`src/rtl/blink_pkg.sv`:
```
// Shared elaboration helpers for the status-LED blinker: period, on-time and counter width.
// All arithmetic is done on 64-bit values so large clock rates cannot overflow the duty product.
package blink_pkg;

   function automatic int blink_period(longint clk_hz, longint blink_hz);
      if (blink_hz == 0) return 0;
      return int'(clk_hz / blink_hz);
   endfunction

   function automatic int blink_on_cycles(int period, int duty_pct);
      longint prod;
      prod = longint'(period) * longint'(duty_pct);
      return int'(prod / 64'sd100);
   endfunction

   // Counter width for values 0..period-1, never narrower than one bit.
   function automatic int blink_cnt_w(int period);
      return (period > 1) ? $clog2(period) : 1;
   endfunction

endpackage

```
`src/rtl/blink_period_ctr.sv`:
```
// Modulo-PERIOD free-running counter with a wrap flag on the last count of each period.
// Reset is asynchronous and active-low.
module blink_period_ctr
   import blink_pkg::*;
#(
   parameter int  PERIOD = 10,
   localparam int CW     = blink_cnt_w(PERIOD)
)(
   input  logic          clk,
   input  logic          rst_n,
   output logic [CW-1:0] cnt,
   output logic          wrap
);

   localparam logic [CW-1:0] LAST = CW'(PERIOD - 1);

   logic [CW-1:0] cnt_reg;
   logic [CW-1:0] cnt_next;

   always_comb begin
      cnt_next = cnt_reg + 1'b1;
      if (cnt_reg == LAST) cnt_next = '0;
   end

   always_ff @(posedge clk or negedge rst_n) begin
      if (!rst_n) cnt_reg <= '0;
      else        cnt_reg <= cnt_next;
   end

   assign cnt  = cnt_reg;
   assign wrap = (cnt_reg == LAST);

endmodule

```
`src/rtl/blink.sv`:
```
// Free-running status-LED blinker: fixed-rate, fixed-duty square wave on an active-high LED.
// The LED comes straight from a flop, one cycle behind the period counter.
module blink
   import blink_pkg::*;
#(
   parameter longint CLK_HZ   = 100_000_000,
   parameter longint BLINK_HZ = 1,
   parameter int     DUTY_PCT = 50
)(
   input  logic clk,
   input  logic rst_n,
   output logic led
);

   localparam int PERIOD = blink_period(CLK_HZ, BLINK_HZ);
   localparam int ON_CYC = blink_on_cycles(PERIOD, DUTY_PCT);
   localparam int CW     = blink_cnt_w(PERIOD);

   // One extra bit so ON_CYC == PERIOD (full duty) is representable.
   localparam logic [CW:0] ON_CMP  = ON_CYC[CW:0];
   localparam logic        LAST_ON = (ON_CYC >= PERIOD);

   if (BLINK_HZ == 0) begin : g_bad_blink_hz
      $error("blink: BLINK_HZ must be nonzero");
   end
   if (PERIOD < 2) begin : g_bad_period
      $error("blink: CLK_HZ / BLINK_HZ must be at least 2");
   end
   if (DUTY_PCT > 100) begin : g_bad_duty
      $error("blink: DUTY_PCT must be in 0..100");
   end

   logic [CW-1:0] cnt;
   logic          wrap;
   logic          led_reg;
   logic          led_next;

   blink_period_ctr #(
      .PERIOD (PERIOD)
   ) u_ctr (
      .clk   (clk),
      .rst_n (rst_n),
      .cnt   (cnt),
      .wrap  (wrap)
   );

   // On the final count the comparison is only true at full duty, so it folds to a constant.
   always_comb begin
      led_next = ({1'b0, cnt} < ON_CMP);
      if (wrap) led_next = LAST_ON;
   end

   always_ff @(posedge clk or negedge rst_n) begin
      if (!rst_n) led_reg <= 1'b0;
      else        led_reg <= led_next;
   end

   assign led = led_reg;

endmodule

```
`config.mk`:
```
export PLATFORM = sky130hd
export DESIGN_NAME = blink
export DESIGN_NICKNAME = d
export VERILOG_FILES = /design/src/rtl/blink_pkg.sv /design/src/rtl/blink_period_ctr.sv /design/src/rtl/blink.sv
export SDC_FILE = /design/constraint.sdc
export NUM_CORES = 1
export LEC_CHECK = 0
export ABC_AREA = 0
export CORE_MARGIN = 3
export CORE_UTILIZATION = 64
export DETAILED_ROUTE_END_ITERATION = 12
export HOLD_SLACK_MARGIN = 0.08
export PLACE_DENSITY = 0.87
export SLEW_MARGIN = 15
export SYNTH_ARGS = -nofsm -noshare
export SYNTH_HDL_FRONTEND = slang
export SYNTH_HIERARCHICAL = 1
export SYNTH_SLANG_ARGS = --single-unit
```
`constraint.sdc`:
```
create_clock -name clk -period 4.3 [get_ports clk]
set_input_delay 0.43 -clock clk [delete_from_list [all_inputs] [get_ports clk]]
set_output_delay 0.43 -clock clk [all_outputs]
set_load 0.05 [all_outputs]
```
---- After elaboration in Yosys (flattened, before gate mapping) ----
Index checks and enable logic that the tools add are counted.
word-level totals
  bits of input ports ..................... 2
  bits in read-only memories .............. 0
  bits in latches ......................... 0
  logic and storage cells ................. 7
  bits in registers ....................... 28
  output and inout port bits .............. 1
  bits in writable memories ............... 0
  memories kept ........................... 0
cells by class
  bitwise logic cells ..................... 0
  div/mod/pow operators ................... 0
  muxes and demuxes ....................... 2
  add/subtract/negate cells ............... 1
  eq/ne operators ......................... 1
  magnitude comparators ................... 1
  multiply operators ...................... 0
  shifts and indexed selects .............. 0
  reduce and logical (&&, ||, !) cells .... 0
operators by type and width
  cell                                                   number
  adder 27 x 1 -> 27 bit (second input constant)         1
  equality test 27 bit (second input constant)           1
  < comparator 27 x 26 -> 1 bit (second input constant)  1
  2-to-1 mux 27 bit                                      1
  2-to-1 mux 1 bit                                       1

---- Logic depth before layout (Yosys ltp) ----
Gate-level depths: netlist of the first run.
  depth in word-level cells ............... 2
  mapped depth ............................ 8

---- Hierarchy ----
Netlist of the first run, hierarchy kept.
modules (own cells, without submodules)
  module            cells an instance  area an instance (um2)  seq. area each (um2)  times used
  blink_period_ctr  134                1332.5                  675.6                 1
  blink             14                 113.9                   25.0                  1

---- Least setup slack after synthesis of the first run ----
Ideal clock, no wire load.
  path type ............................... reg-to-reg
  from .................................... register u_ctr.cnt_reg[0] (netlist: u_ctr/cnt[0])
  to ...................................... register u_ctr.cnt_reg[20] (netlist: u_ctr/cnt[20])
  path buffers ............................ 1
  arrival ................................. 1.864 ns
  slack ................................... 2.359 ns
  clock period less this slack ............ 1.941 ns
  required time ........................... 4.223 ns
  setup time .............................. 0.077 ns
  cell stages (with the launch flop) ...... 7
  path through ............................ dfrtp_1 > ha_1 > and2_1 > or4b_1 > clkbuf_1 > or4_1 > a21oi_1
between the ends
  longest elaborated chain between the ends .. 2
ends and longest elaborated chain
  element                                                         line                                            text
  start: declaration                                              blink_period_ctr.sv:17                          logic [CW-1:0] cnt_reg;
  start signal: assignment                                        blink_period_ctr.sv:27                          else cnt_reg <= cnt_next;
  adder 27 x 1 -> 27 bit or equality test 27 bit (tied branches)  blink_period_ctr.sv:21, blink_period_ctr.sv:22
  2-to-1 mux 27 bit (*)                                           blink_period_ctr.sv:22                          if (cnt_reg == LAST) cnt_next = '0;
  net u_ctr.cnt_next[20]                                          blink_period_ctr.sv:18                          logic [CW-1:0] cnt_next;
The timed path passes the listed nets; every way through them passes the cells marked *.

---- Worst setup path after layout of the first run ----
Ends and elaborated chain as after synthesis.

==> results of run 1 <==
==> metrics by stage <==
step / std cells / power (mW)
2_1_floorplan: 148 / 0.2684
3_3_place_gp: 174 / 0.2747
3_5_place_dp: 174 / 0.2749
4_1_cts: 178 / 0.4435
5_1_grt: 178 / 0.4584
6_report: 178 / 0.4417
==> how the worst max path moves through the flow <==
stage,to,slack [ns]
after floorplan,u_ctr/cnt[20],2.36
after global placement,u_ctr/cnt[20],2.32
after detailed placement,u_ctr/cnt[20],2.26
after CTS,u_ctr/cnt[20],2.22
after global routing,u_ctr/cnt[20],2.13
final,u_ctr/cnt[20],2.21
==> power by group through the flow <==
stage / combinational (mW) / clock, mW / sequential (mW)
after detailed placement: 0.00662 / 0 / 0.268
after global placement: 0.00642 / 0 / 0.268
after global routing: 0.00726 / 0.188 / 0.264
final: 0.00618 / 0.172 / 0.263
after floorplan: 0.000000206 / 0 / 0.268
after CTS: 0.00666 / 0.173 / 0.263
==> placed cells by master, fill, tap and decap left out, types with 2 or more instances in the layout <==
master and instances:
or4_1 5, a21oi_1 12, clkdlybuf4s50_1 2, or3_1 3, nor4_1 3, a211oi_1 2, nand4_1 8, o21ai_0 5
nor3_1 5, clkbuf_4 3, inv_1 5, buf_4 2, nand2_1 12, and3_1 2, dfrtp_1 28, xnor2_1 7
nor2_1 8, nand3_1 8, o31ai_1 5, xor2_1 6
==> critical path, stage by stage (launching register included) <==
cell and delay, ns:
dfrtp_1 0.40, ha_1 0.19, and2_1 0.23, or4b_1 0.57, or4_1 0.51, a21oi_1 0.15
==> per-layer routing <==
metal  GRT usage, %  vias to the layer above  share of wire [%]
met2          35.31                       47                 47
met4          12.34                        0                2.9
met1          31.84                      548                 46
met3          3.324                       10                4.6
li1               -                      556                  -
met5              0                        -                  0
==> area by class of cell <==
class                           instances  share of cell area [%]
Multi-Input combinational cell        110                   45.41
Clock buffer                            3                   1.462
Tap cell                               27                   2.193
Inverter                                5                   1.219
Sequential cell                        28                   45.49
Timing Repair Buffer                    4                   2.275
Clock inverter                          1                   1.950
==> cell families (layout without fill, tap and decap cells) <==
| family | after synthesis | in the layout | share of synthesized area (%) |
|---|---|---|---|
| buffers and inverters | 10 | 13 | 3.200 |
| AO/OA/AOI/OAI | 28 | 28 | 12.37 |
| AND/OR/NAND/NOR | 68 | 68 | 27.25 |
| adder cells (fa/ha/maj) | 1 | 1 | 0.8649 |
| XOR/XNOR | 13 | 13 | 7.872 |
| flip-flops | 28 | 28 | 48.44 |
==> reports/metrics.csv, run 1 <==
metric,value,unit
outcome,"complete, no violations",
fin_nets,155,
post-place-ws,2.258,ns
regToRegSetupSlack,2.21,ns
synth_warnings,6,
min_path_type,in -> async,
largest_reg_flops,27,
yosys-top-cells-count,"28 x dfrtp_1, 12 x a21oi_1, 12 x nand2_1",
yosys.area.top_type_share,48.44,%
synth_top_cells_by_area,"dfrtp_1 48%, xnor2_1 4.2%, a21oi_1 4.2%",
fin_crit_sh,48.62,%
netlist_instances,148,
cts_setup_buffers,0,
yosysUniqueCellTypes,39,
startpoint_type,flop,
rr_worst_depth,5,
holdBufCountCts,0,
internal_power,0.3591,mW
tns,0,ns
multi_input_area,699.4,sq um
port-buffer-count,2,
fmax,478.4,MHz
clockRootBuffer,clkbuf_4,
whs,0.4525,ns
finalInstanceArea,1540,sq um
drt_iter0_drc,57,
clock_path_buffers,2,
synthesis.area,1446,sq um
dr.pass1.iters,4,
synth_top_area_cell,dfrtp_1,
syn_to_final_growth,6.488,%
hold_viol,0,
clock_sinks,28,
finalSetupViolCount,0,
utilization,75.43,%
cts_resized,0,
insertion_delay,0.33,ns
grt_pass1_wl,4.761,mm
fin_ws,2.210,ns
antenna_cells,0,
wirelength,2.826,mm
p_clk_share,39.0,%
power-per-cell-area,286.8,nW/um^2
yosysMostFrequentCell,dfrtp_1,
die_x,53.54,um
switchingPower,0.08266,mW
grt_max_degree,29,
max-cap-violations,0,
r2r_end,u_ctr/cnt[20],
fin_crit,2.090,ns
rsz0062_at_grt,false,
grt_pass1_vias,1035,
gr-total-overflow,0,
relSlewSlack,33.01,%
seqPwrFrac,59.6,%
postPlaceCellArea,1488,sq um
worstPathRequired,4.57,ns
power_switching_share,18.71,%
crit_fanout,8,
die_y,53.54,um
combinationalPowerShare,1.4,%
crit_start,u_ctr/cnt[0],
antenna_found_initial,0,
cts_buffers,3,
initial_utilization,70.83,%
rows,16,
worst_pin_slew,0.9957,ns
ys.flop_type,dfrtp_1,
ys_seq_area_share,48.44,%
final_antenna_net_count,0,
cts_tree,done,
synth_edf_count,0,
vias_per_cell,6.522,
post_drt_wl_per_cell,15.88,um
hpwl,1.972,mm
final-max-slew-violation-count,0,
vdd_drop_max,226.2,uV
path_class,reg -> reg,
track_usage,23.15,%
drcViolationCount,0,
via_count,1161,
htree_levels,1,
r2r_start,u_ctr/cnt[0],
synthesis.nets,151,
num-fill-cells,141,
die_area,2867,sq um
design.core.area,2042,sq um
num_io_pins,3,
endpoint_kind,flop,
layout-drive-gt1-share,7.947,%
clk_pin_slew,0.15,ns
p_leak,0.6088,nW
worstPathArrival,2.36,ns
synthArstFlopShare,100.0,%
place_congestion,0.8307,
synth_seq_cells,28,
seq_area,700.7,sq um
clock_skew,0.008233,ns
postSynthAreaPerCell,9.773,sq um
Power figures use the tool's default switching activity.
==> run 2: changes to the inputs <==
CORE_UTILIZATION = 60   (was 64)
PLACE_DENSITY = 0.82   (was 0.87)
clock period = 2 ns   (was 4.3 ns; I/O delays follow)
==> run 2 against run 1 <==
  * Wire length grew 13%
  * Via count is 7.0% higher
  * First-iteration DRC count shrank 21%
  * Clock skew down 0.0058 ns
  * Cell count grew 10%
  * Cell area increased by 7.4%
  * Utilization fell by 2.1 points
  * Global-route usage grew 0.053 points
  * Sequential power increased by 120%
  * Fmax rose by 7.4%
  * Largest cell class is now multi-input gates
==> reports/metrics.csv, run 2 (synthesized netlist as in run 1, its figures left out) <==
metric,value,unit,change
hpwl,2.217,mm,+12%
final_cell_mix,"28 x dfrtp_1, 20 x buf_4, 12 x nand2_1",,
internal_power,0.6395,mW,+78%
crit_fanout,4,,-4
vias_per_cell,6.337,,-2.8%
max-cap-violations,0,,unchanged
outcome,"complete, no violations",,
worst_pin_slew,0.4870,ns,-0.5087 ns
clk_pin_slew,0.14,ns,about the same
die_y,55.10,um,+2.9%
antenna_cells,0,,unchanged
hold_viol,0,,unchanged
layout-drive-gt1-share,18.45,%,+11 points
highest_layer,met4,,
design.core.area,2255,sq um,+10%
combinationalPowerShare,1.7,%,+0.3 points
clockRootBuffer,clkbuf_4,,
finalSetupViolCount,0,,unchanged
seqPwrFrac,70.7,%,+11 points
fin_ws,0.05425,ns,-2.155 ns
startpoint_type,flop,,
rows,17,,+1
syn_to_final_growth,14.36,%,
endpoint_kind,flop,,
clock_sinks,28,,unchanged
cts_tree,done,,
port-buffer-count,2,,unchanged
drcViolationCount,0,,unchanged
wirelength,3.196,mm,+13%
dr_wl_met2,1.587,mm,+20%
path_class,reg -> reg,,
holdBufCountCts,0,,unchanged
track_usage,23.21,%,+0.053 points
drt_iter0_drc,45,,-21%
min_path_type,in -> async,,
fin_crit_sh,97.29,%,+49 points
finalInstanceArea,1654,sq um,+7.4%
postPlaceCellArea,1594,sq um,+7.1%
regToRegSetupSlack,0.05,ns,-2.16 ns
post_drt_wl_per_cell,16.31,um,+2.7%
initial_utilization,64.15,%,-6.7 points
grt_max_degree,29,,unchanged
gr-total-overflow,0,,unchanged
fin_nets,173,,+12%
relSlewSlack,67.43,%,+34 points
power-per-cell-area,484.2,nW/um^2,+69%
clock_skew,0.002421,ns,-0.005812 ns
num_io_pins,3,,unchanged
dp.cells,189,,+8.6%
stdcell_count,196,,+10%
worstPathArrival,2.19,ns,-0.17 ns
final-max-slew-violation-count,0,,unchanged
grt_pass1_vias,1115,,+7.7%
via_count,1242,,+7.0%
seq_area,700.7,sq um,unchanged
grt_pass1_wl,5.085,mm,+6.8%
antenna_found_initial,0,,unchanged
multi_input_area,706.9,sq um,+1.1%
clock_path_buffers,2,,unchanged
place_congestion,0.8383,,+0.91%
cts_buffers,3,,unchanged
htree_levels,1,,unchanged
insertion_delay,0.31,ns,-0.02 ns
fmax,513.9,MHz,+7.4%
final_antenna_net_count,0,,unchanged
drt-met1-wl,1.359,mm,+5.2%
power_switching_share,20.15,%,+1.4 points
dr.pass1.iters,4,,unchanged
final_common_cell,dfrtp_1,,
post-place-ws,0.08927,ns,-2.168 ns
die_area,3036,sq um,+5.9%
p_leak,0.6893,nW,+13%
largest_reg_flops,27,,unchanged
switchingPower,0.1614,mW,+95%
fin_crit,1.946,ns,-0.1447 ns
worstPathRequired,2.24,ns,-2.33 ns
vdd_drop_max,404.4,uV,+79%
route.met3.wl,186,um,+42%
p_clk_share,27.6,%,-11 points
die_x,55.10,um,+2.9%
num-fill-cells,170,,+21%
tns,0,ns,unchanged
## run 2: cell count changes in the layout (fill, tap and decap cells not counted)
cell and change:
a21oi_1 -1, or4b_1 -1, or4b_4 +1, buf_4 +18
bufinv_16 -1, a21oi_2 +1
## run 2: layout make-up
| type | instances | share of cell area, % |
|---|---|---|
| clock buffer | 3 | 1.362 |
| inverter | 5 | 1.135 |
| multi-input combinational | 110 | 42.74 |
| sequential | 28 | 42.36 |
| tap | 28 | 2.118 |
| timing repair buffer | 22 | 10.29 |
## run 2: power groups by stage
| stage | Combinational, mW | Sequential, mW | Clock, mW |
|---|---|---|---|
| after global placement | 0.0138 | 0.577 | 0 |
| after detailed placement | 0.0142 | 0.577 | 0 |
| after floorplan | 0.000000206 | 0.577 | 0 |
| after CTS | 0.0142 | 0.566 | 0.230 |
| after global routing | 0.0157 | 0.566 | 0.255 |
| final | 0.0135 | 0.566 | 0.221 |
## run 2: path summary, 6_finish.rpt
check	start	to	cells after the start
min in group clk	u_ctr/cnt[2]	u_ctr/cnt[2]	1
max in group asynchronous	rst_n	u_ctr/cnt[0]	2
worst min-delay path	rst_n	u_ctr/cnt[22]	2
worst max register to register	u_ctr/cnt[1]	u_ctr/cnt[20]	5
worst max-delay path	u_ctr/cnt[1]	u_ctr/cnt[20]	5
worst min register to register	u_ctr/cnt[2]	u_ctr/cnt[2]	1
## run 2: worst max-delay path, stage by stage (launching register included)
cell and delay [ns]:
dfrtp_1 0.39, ha_1 0.19, and2_1 0.16, or4b_4 0.48, or4_1 0.48, a21oi_1 0.17
## run 2: stage by stage
step	hold WS [ns]	power, mW	util, %
after global placement	0.4439	0.5907	70.70
after floorplan	-0.09559	0.5770	-
after CTS	0.2382	0.8099	71.70
after detailed placement	0.4784	0.5910	70.70
final	0.2309	0.8009	73.36
after global routing	0.2461	0.8369	73.36
## run 2: what timing repair did
action	in CTS	in global routing
buffers inserted	0	4
resized for setup	0	2
setup endpoints to repair	0	4
## run 2: per-layer routing
| metal | track usage (%) | vias to the layer above |
|---|---|---|
| li1 | - | 590 |
| met1 | 30.59 | 598 |
| met2 | 38.78 | 46 |
| met3 | 2.949 | 8 |
| met4 | 8.502 | 0 |
| met5 | 0 | - |
